`src/rtl/tlm_pkg.sv`:
```
// Shared definitions for the telemetry transmitter.
// Holds the frame header constants, the frame length, the state enums for the
// frame and UART FSMs, and the byte-select helper that maps a byte index onto
// the snapshot readings.
package tlm_pkg;

    localparam logic [7:0] TLM_HDR0   = 8'hAA;
    localparam logic [7:0] TLM_HDR1   = 8'h55;
    localparam int         TLM_NBYTES = 8;

    typedef enum logic [1:0] {
        FR_IDLE = 2'd0,
        FR_SEND = 2'd1,
        FR_WAIT = 2'd2
    } fr_state_t;

    typedef enum logic {
        TX_IDLE = 1'b0,
        TX_XMIT = 1'b1
    } tx_state_t;

    // Byte idx of the frame: two header bytes, then each 12-bit reading as a
    // zero-padded high nibble followed by its low byte.
    function automatic logic [7:0] tlm_frame_byte(
        input logic [2:0]  idx,
        input logic [11:0] batt,
        input logic [11:0] curr,
        input logic [11:0] torque
    );
        logic [7:0] b;
        case (idx)
            3'd0:    b = TLM_HDR0;
            3'd1:    b = TLM_HDR1;
            3'd2:    b = {4'h0, batt[11:8]};
            3'd3:    b = batt[7:0];
            3'd4:    b = {4'h0, curr[11:8]};
            3'd5:    b = curr[7:0];
            3'd6:    b = {4'h0, torque[11:8]};
            3'd7:    b = torque[7:0];
            default: b = TLM_HDR0;
        endcase
        return b;
    endfunction

endpackage

```
`src/rtl/uart_tx.sv`:
```
// 8N1 UART transmitter.
// Ports:
//   clk      - system clock
//   rst      - asynchronous active-high reset (forces TX high at once)
//   trmt     - one-cycle request to send tx_data (honoured only when idle)
//   tx_data  - byte to send, sampled with trmt
//   TX       - serial line, idle high, driven straight from the shift register
//   tx_done  - registered one-cycle pulse after the stop bit has completed
module uart_tx
    import tlm_pkg::*;
#(
    parameter int BAUD_DIV = 2604
) (
    input  logic       clk,
    input  logic       rst,
    input  logic       trmt,
    input  logic [7:0] tx_data,
    output logic       TX,
    output logic       tx_done
);

    localparam int                 CNT_W     = (BAUD_DIV > 2) ? $clog2(BAUD_DIV) : 1;
    localparam logic [CNT_W-1:0]   BAUD_LAST = CNT_W'(BAUD_DIV - 1);

    tx_state_t         state_q, state_d;
    logic [9:0]        shift_q, shift_d;
    logic [CNT_W-1:0]  baud_q,  baud_d;
    logic [3:0]        bit_q,   bit_d;
    logic              done_q,  done_d;

    // Next-state logic: load on trmt, shift at each baud terminal count, and
    // finish once the tenth (stop) bit has held for a full bit period.
    always_comb begin
        state_d = state_q;
        shift_d = shift_q;
        baud_d  = baud_q;
        bit_d   = bit_q;
        done_d  = 1'b0;
        case (state_q)
            TX_IDLE: begin
                if (trmt) begin
                    shift_d = {1'b1, tx_data, 1'b0};
                    baud_d  = {CNT_W{1'b0}};
                    bit_d   = 4'd0;
                    state_d = TX_XMIT;
                end else begin
                    state_d = TX_IDLE;
                end
            end
            TX_XMIT: begin
                if (baud_q == BAUD_LAST) begin
                    baud_d  = {CNT_W{1'b0}};
                    // Shifting in ones leaves the line high once the frame is out.
                    shift_d = {1'b1, shift_q[9:1]};
                    bit_d   = bit_q + 4'd1;
                    if (bit_q == 4'd9) begin
                        state_d = TX_IDLE;
                        done_d  = 1'b1;
                    end else begin
                        state_d = TX_XMIT;
                    end
                end else begin
                    baud_d  = baud_q + CNT_W'(1'b1);
                    state_d = TX_XMIT;
                end
            end
            default: begin
                state_d = TX_IDLE;
            end
        endcase
    end

    // State and datapath registers; the all-ones shift reset value is what
    // drives TX high asynchronously.
    always_ff @(posedge clk or posedge rst) begin
        if (rst) begin
            state_q <= TX_IDLE;
            shift_q <= 10'h3FF;
            baud_q  <= {CNT_W{1'b0}};
            bit_q   <= 4'd0;
            done_q  <= 1'b0;
        end else begin
            state_q <= state_d;
            shift_q <= shift_d;
            baud_q  <= baud_d;
            bit_q   <= bit_d;
            done_q  <= done_d;
        end
    end

    assign TX      = shift_q[0];
    assign tx_done = done_q;

endmodule

```
`src/rtl/telemetry_tx.sv`:
```
// Telemetry frame transmitter.
// On a request it snapshots battery voltage, motor current and pedal torque,
// then sends the 8-byte frame AA 55 bH bL cH cL tH tL as 8N1 UART.
// Ports:
//   clk, rst  - system clock, asynchronous active-high reset
//   snd_tlm   - one-cycle frame request (ignored while busy)
//   batt, curr, torque - 12-bit readings, captured on an accepted request
//   TX        - UART serial output, idle high
//   tlm_busy  - high while a frame is in progress
//   frm_done  - one-cycle pulse after the final stop bit
module telemetry_tx
    import tlm_pkg::*;
#(
    parameter int BAUD_DIV = 2604
) (
    input  logic        clk,
    input  logic        rst,
    input  logic        snd_tlm,
    input  logic [11:0] batt,
    input  logic [11:0] curr,
    input  logic [11:0] torque,
    output logic        TX,
    output logic        tlm_busy,
    output logic        frm_done
);

    localparam logic [2:0] LAST_IDX = 3'(TLM_NBYTES - 1);

    fr_state_t    state_q,    state_d;
    logic [2:0]   idx_q,      idx_d;
    logic [11:0]  batt_q,     batt_d;
    logic [11:0]  curr_q,     curr_d;
    logic [11:0]  torque_q,   torque_d;
    logic         frm_done_q, frm_done_d;
    logic         busy_q,     busy_d;
    logic         trmt_s;
    logic         tx_done_s;
    logic [7:0]   tx_byte_s;

    // Frame sequencing: accept a request only when idle, hand one byte at a
    // time to the UART and wait for it to finish before the next.
    always_comb begin
        state_d    = state_q;
        idx_d      = idx_q;
        batt_d     = batt_q;
        curr_d     = curr_q;
        torque_d   = torque_q;
        frm_done_d = 1'b0;
        trmt_s     = 1'b0;
        case (state_q)
            FR_IDLE: begin
                if (snd_tlm) begin
                    batt_d   = batt;
                    curr_d   = curr;
                    torque_d = torque;
                    idx_d    = 3'd0;
                    state_d  = FR_SEND;
                end else begin
                    state_d  = FR_IDLE;
                end
            end
            FR_SEND: begin
                trmt_s  = 1'b1;
                state_d = FR_WAIT;
            end
            FR_WAIT: begin
                if (tx_done_s) begin
                    if (idx_q == LAST_IDX) begin
                        state_d    = FR_IDLE;
                        frm_done_d = 1'b1;
                    end else begin
                        idx_d   = idx_q + 3'd1;
                        state_d = FR_SEND;
                    end
                end else begin
                    state_d = FR_WAIT;
                end
            end
            default: begin
                state_d = FR_IDLE;
            end
        endcase
        // Registering busy from the next state keeps it equal to
        // (state != FR_IDLE) while coming straight off a flop.
        busy_d = (state_d != FR_IDLE);
    end

    // Frame FSM, snapshot and output registers.
    always_ff @(posedge clk or posedge rst) begin
        if (rst) begin
            state_q    <= FR_IDLE;
            idx_q      <= 3'd0;
            batt_q     <= 12'h000;
            curr_q     <= 12'h000;
            torque_q   <= 12'h000;
            frm_done_q <= 1'b0;
            busy_q     <= 1'b0;
        end else begin
            state_q    <= state_d;
            idx_q      <= idx_d;
            batt_q     <= batt_d;
            curr_q     <= curr_d;
            torque_q   <= torque_d;
            frm_done_q <= frm_done_d;
            busy_q     <= busy_d;
        end
    end

    assign tx_byte_s = tlm_frame_byte(idx_q, batt_q, curr_q, torque_q);

    uart_tx #(
        .BAUD_DIV (BAUD_DIV)
    ) u_uart_tx (
        .clk     (clk),
        .rst     (rst),
        .trmt    (trmt_s),
        .tx_data (tx_byte_s),
        .TX      (TX),
        .tx_done (tx_done_s)
    );

    assign tlm_busy = busy_q;
    assign frm_done = frm_done_q;

endmodule

```
`config.mk`:
```
export PLATFORM = sky130hd
export DESIGN_NAME = telemetry_tx
export DESIGN_NICKNAME = d
export VERILOG_FILES = /design/src/rtl/tlm_pkg.sv /design/src/rtl/uart_tx.sv /design/src/rtl/telemetry_tx.sv
export SDC_FILE = /design/constraint.sdc
export NUM_CORES = 1
export LEC_CHECK = 0
export CORE_ASPECT_RATIO = 0.5
export CORE_MARGIN = 2
export CORE_UTILIZATION = 57
export CTS_BUF_LIST = sky130_fd_sc_hd__clkbuf_2 sky130_fd_sc_hd__clkbuf_4 sky130_fd_sc_hd__clkbuf_8
export CTS_CLUSTER_SIZE = 10
export DETAILED_ROUTE_END_ITERATION = 16
export GPL_ROUTABILITY_DRIVEN = 0
export PLACE_DENSITY = 0.82
export SYNTH_ARGS = -nofsm -noshare
export SYNTH_HDL_FRONTEND = slang
export SYNTH_HIERARCHICAL = 1
export SYNTH_SLANG_ARGS = --single-unit
export TNS_END_PERCENT = 100
```
`constraint.sdc`:
```
create_clock -name clk -period 2.45 [get_ports clk]
set_clock_uncertainty 0.1 [all_clocks]
set_input_delay 0.49 -clock clk [delete_from_list [all_inputs] [get_ports clk]]
set_output_delay 0.49 -clock clk [all_outputs]
set_load 0.05 [all_outputs]
```
==> results.toml, run 1 <==
[logic_synthesis]
synth_cell_types = 58
synth_area_mm2 = 0.00363
synth_edf_count = 0
synth_nets = 342
synth_warnings = 6
ys.flop_type = "dfrtp_1"
netlist_instances = 293
syn_area_per_cell_um2 = 12.4
ys_async_sr_fraction_pct = 100
ys_ff_latch = 70
yosysSeqAreaShare_pct = 48.5

[power]
worst_ir_drop_vdd_v = 0.000388
p_leak_nw = 1.87
finalPower_mw = 2.23
power_density_mw_per_mm2 = 521

[worst_setup_path]
max_stage_delay_ns = 0.80
start_kind = "flop"
path_cells = "clkdlybuf4s50_1"
crit_type = "reg -> out"
cp_slowest_cell = "clkdlybuf4s50_1"
cp-end-kind = "primary output"
critical_path.top_delay_family = "buffers and inverters"
critical_path_buf_inv_count = 1
crit_path_max_fanout = 2
crit_required_ns = 1.86
arrival_ns = 1.70
reg2reg_slack_ns = 0.33

[clocking]
cts_buffers = 9
holdBufCountCts = 0
cts_setup_buffers = 0
h-tree-depth = 3
cts.sink_count = 70
clockRootBuffer = "clkbuf_8"
cts_resized = 0
cts_tree = "done"
max-clock-path-buffers = 2
clk_latency_ns = 0.36
path_clk_slew_ns = 0.07

[global_routing]
grt_use_total_pct = 23.0
grt_pass1_vias = 2463
grt_pass1_wl_mm = 12.1
antenna_found_initial = 0
gr-total-overflow = 0
grt_start_max_net_pins = 44

[placement]
place_area_mm2 = 0.00409
place_hpwl_mm = 5.05
dpl_worst_slack_ns = 0.301
portBuffers = 41

[routing]
first_iter_violations = 177
drc = 0
dr.pass1.iters = 4
via_per_inst = 5.65
ant_nets = 0
routedWlPerCell_um = 16.6
vias = 2440
wirelength_mm = 7.19

[layout]
final_area_mm2 = 0.00428
nets = 388
final_cell_mix = "dfrtp_1, clkdlybuf4s50_1, mux2_4, nand2_1, inv_1"
drive_above_1_share_pct = 22.7
final_common_cell = "dfrtp_1"
area_growth_pct = 17.7
n_antenna_cell = 0

[floorplanning]
start_util_pct = 59.5
dieArea_mm2 = 0.00707
die_w_um = 117
placementRows = 20
io_pins = 42
core_area_mm2 = 0.00611
dieHeight_um = 60.5

[run]
maxCapViolations = 0

[sta]
max_slew_margin_pct = 64.7
setup_violations = 0
max_freq_mhz = 437
period_share_pct = 93.4
final.setup.tns_ns = 0
rsz0062_at_grt = "no"
timing_worst_slew_pin_value_ns = 0.529
layout_setup_ws_ns = 0.161
fin_crit_ns = 2.29
drv_slew = 0
hold_viol_final = 0

[min_path]
worstHoldPathType = "reg -> reg"

[run_status]
outcome = "complete, no violations"
==> registers in the layout, summed over array words and instances, names as in the netlist, 2 cells and up <==
name / count
u_uart_tx/shift_q: 9
batt_q: 12
torque_q: 12
state_q: 2
curr_q: 12
idx_q: 3
u_uart_tx/baud_q: 12
u_uart_tx/bit_q: 4
==> final timing paths <==
| kind | from | to | cells past startpoint |
|---|---|---|---|
| hold / removal | u_uart_tx/shift_q[1]$_DFFE_PP1P_ | u_uart_tx/shift_q[0]$_DFFE_PP1P_ | 2 |
| hold reg to reg | u_uart_tx/shift_q[1]$_DFFE_PP1P_ | u_uart_tx/shift_q[0]$_DFFE_PP1P_ | 2 |
| min in group asynchronous | rst | u_uart_tx/tx_done$_DFF_PP0_ | 3 |
| max in group asynchronous | rst | curr_q[10]$_DFFE_PP0N_ | 3 |
| setup reg to reg | idx_q[0]$_DFFE_PP0P_ | u_uart_tx/shift_q[7]$_DFFE_PP1P_ | 6 |
| setup / recovery | u_uart_tx/shift_q[0]$_DFFE_PP1P_ | TX | 1 |
==> cell families (layout without fill, tap and decap cells) <==
group,Yosys count,in the layout,share of synthesized area (%)
buffers and inverters,25,76,4.82
and+or+nand+nor,84,84,13.9
AOI/OAI and AO/OA,60,60,13.1
muxes,41,41,15.6
DFF,70,70,48.5
xor gates and xnor gates,3,3,0.723
adders and majority gates,10,10,3.44
==> layout make-up <==
cell class,count,area (µm²)
inverters,13,48.8
clock buffers,14,174
flip-flops and latches,70,1760
well taps,88,110
fillers,426,1830
repair buffers,47,468
multi-input cells,198,1700
clock inverters,2,10.0
==> metal layers <==
metal	global-route usage [%]	share of wire [%]
met5	0	0
met4	5.38	0.75
met3	8.99	5.0
met2	36.3	47
met1	30.8	47
==> power breakdown <==
| group | internal [mW] | switching, mW | leakage (nW) |
|---|---|---|---|
| Clock | 0.454 | 0.417 | 0.101 |
| Combinational | 0.0981 | 0.0442 | 0.898 |
| Sequential | 1.19 | 0.0215 | 0.871 |
| Total | 1.74 | 0.483 | 1.87 |
==> Yosys cell counts (all sizes together) (5+ instances only) <==
| cell type | n | area share [%] |
|---|---|---|
| a22oi | 10 | 2.1 |
| buf | 8 | 3.0 |
| dfrtp | 61 | 42 |
| dfstp | 9 | 6.5 |
| ha | 10 | 3.4 |
| inv | 13 | 1.3 |
| mux2 | 37 | 14 |
| nand2 | 25 | 2.8 |
| nand2b | 9 | 1.5 |
| nand3 | 10 | 1.5 |
| nand4 | 5 | 0.86 |
| nor2 | 8 | 0.83 |
| o21ai | 10 | 1.4 |
| o221a | 7 | 2.2 |
==> metrics by stage <==
step	instances	util, %	hold WS (ns)
after floorplan	293	-	0.344
after global placement	416	67.0	0.355
after detailed placement	416	67.0	0.363
after CTS	432	70.0	0.369
after global routing	432	70.0	0.399
final	432	70.0	0.373
Note: power is estimated with default switching activity, not from simulation.
==> run 2, diff against run 1 <==
Clock period 2.45 ns to 2.2 ns, I/O delays scaled along.
==> run 2 against run 1 <==
Sequential power up 12%. Register-to-register slack worse by 0.21 ns. Critical path depth up 6. Cell count up 0.23%. Critical path type is now reg -> reg. Global-route usage up 1.4 points. Highest routed layer unchanged. Sequential share of layout area down 0.29 points. Non-clock buffer count up 1. Largest power group unchanged. Flip-flop and latch count unchanged. Clock-buffer cell count down 1. Die area unchanged. Setup slack worse by 0.042 ns. Wire length up 6.7%.
==> results.toml, run 2 (synthesized netlist as in run 1, its figures left out) <==
[worst_setup_path]
reg2reg_slack_ns = 0.12
r2r-end = "u_uart_tx/shift_q[4]$_DFFE_PP1P_"
arrival_ns = 2.27
r2r-start = "idx_q[0]$_DFFE_PP0P_"
crit_path_max_fanout = 6
r2r_cells = 7
cp-end-kind = "flop"
start_kind = "flop"
crit_required_ns = 2.39
crit_type = "reg -> reg"

[sta]
fin_crit_ns = 2.08
setup_violations = 0
hold_viol_final = 0
period_share_pct = 94.6
max_freq_mhz = 480
max_slew_margin_pct = 63.9
final.setup.tns_ns = 0
timing_worst_slew_pin_value_ns = 0.542
drv_slew = 0
rsz0062_at_grt = "no"

[layout]
final_area_mm2 = 0.00431
area_growth_pct = 18.5
final_common_cell = "dfrtp_1"
drive_above_1_share_pct = 23.2
nets = 389
n_antenna_cell = 0
final_cell_mix = "dfrtp_1, clkdlybuf4s50_1, mux2_4, nand2_1, inv_1"

[floorplanning]
io_pins = 42
core_area_mm2 = 0.00611
dieArea_mm2 = 0.00707
die_w_um = 117
dieHeight_um = 60.5
placementRows = 20
start_util_pct = 59.5

[power]
finalPower_mw = 2.61
worst_ir_drop_vdd_v = 0.000400
power_density_mw_per_mm2 = 606
p_leak_nw = 1.88

[run]
maxCapViolations = 0

[routing]
routedWlPerCell_um = 17.7
vias = 2526
wirelength_mm = 7.66
drc = 0
via_per_inst = 5.83
ant_nets = 0
dr.pass1.iters = 5
first_iter_violations = 184

[placement]
place_hpwl_mm = 5.28
place_area_mm2 = 0.00410
portBuffers = 41

[clocking]
path_clk_slew_ns = 0.07
clk_latency_ns = 0.36
cts_resized = 0
h-tree-depth = 3
max-clock-path-buffers = 2
cts_buffers = 9
cts_tree = "done"
holdBufCountCts = 0
clockRootBuffer = "clkbuf_8"
cts.sink_count = 70

[global_routing]
grt_start_max_net_pins = 44
grt_pass1_wl_mm = 12.7
antenna_found_initial = 0
gr-total-overflow = 0
grt_use_total_pct = 24.4
grt_pass1_vias = 2557

[min_path]
worstHoldPathType = "in -> async"

[run_status]
outcome = "complete, no violations"
-- run 2: worst max path at each step --
stage	cells past startpoint	from	end	slack [ns]
floorplan	7	idx_q[0]$_DFFE_PP0P_	u_uart_tx/shift_q[7]$_DFFE_PP1P_	0.30
global placement	4	snd_tlm	curr_q[9]$_DFFE_PP0N_	0.16
detailed placement	4	snd_tlm	curr_q[6]$_DFFE_PP0N_	0.09
CTS	1	tlm_busy$_DFF_PP0_	tlm_busy	0.12
global route	6	idx_q[1]$_DFFE_PP0P_	u_uart_tx/shift_q[2]$_DFFE_PP1P_	0.01
finish	7	idx_q[0]$_DFFE_PP0P_	u_uart_tx/shift_q[4]$_DFFE_PP1P_	0.12
-- run 2: timing repair --
action | CTS | global route
endpoints found under the hold margin | 0 | 0
endpoints found under the setup margin | 0 | 1
setup buffers | 0 | 0
-- run 2: worst max-delay path: stages, from the launching register on --
cell	delay, ns
dfrtp_1	0.42
ha_1	0.25
ha_1	0.27
nor4_1	0.28
nand2_1	0.19
o2111ai_1	0.15
nand2b_1	0.17
o221a_1	0.19
-- run 2: final cells by class --
cell class	instances	area (µm²)
clock buffers	13	166
repair buffers	48	473
multi-input cells	198	1700
well taps	88	110
flip-flops and latches	70	1760
clock inverters	3	42.5
inverters	13	48.8
fillers	447	1800
-- run 2: power by group --
group	switching (mW)	internal, mW
clock	0.484	0.610
sequential	0.0255	1.33
combinational	0.0511	0.109
total	0.561	2.05
-- run 2: metal layers --
layer / up-vias / share of wire [%] / global-route usage, %
met4: 0 / 1.3 / 9.24
met5: - / 0 / 0
li1: 1171 / - / -
met2: 81 / 48 / 38.1
met3: 10 / 5.6 / 7.69
met1: 1264 / 45 / 32.7
-- run 2: through the flow --
step           setup slack, ns  hold WS, ns  std cells  util [%]
4_1_cts                  0.120        0.369        433      70.5
6_report                 0.118        0.373        433      70.5
3_3_place_gp             0.157        0.355        417      67.1
5_1_grt                 0.0137        0.396        433      70.5
2_1_floorplan            0.299        0.344        293         -
3_5_place_dp            0.0888        0.365        417      67.1
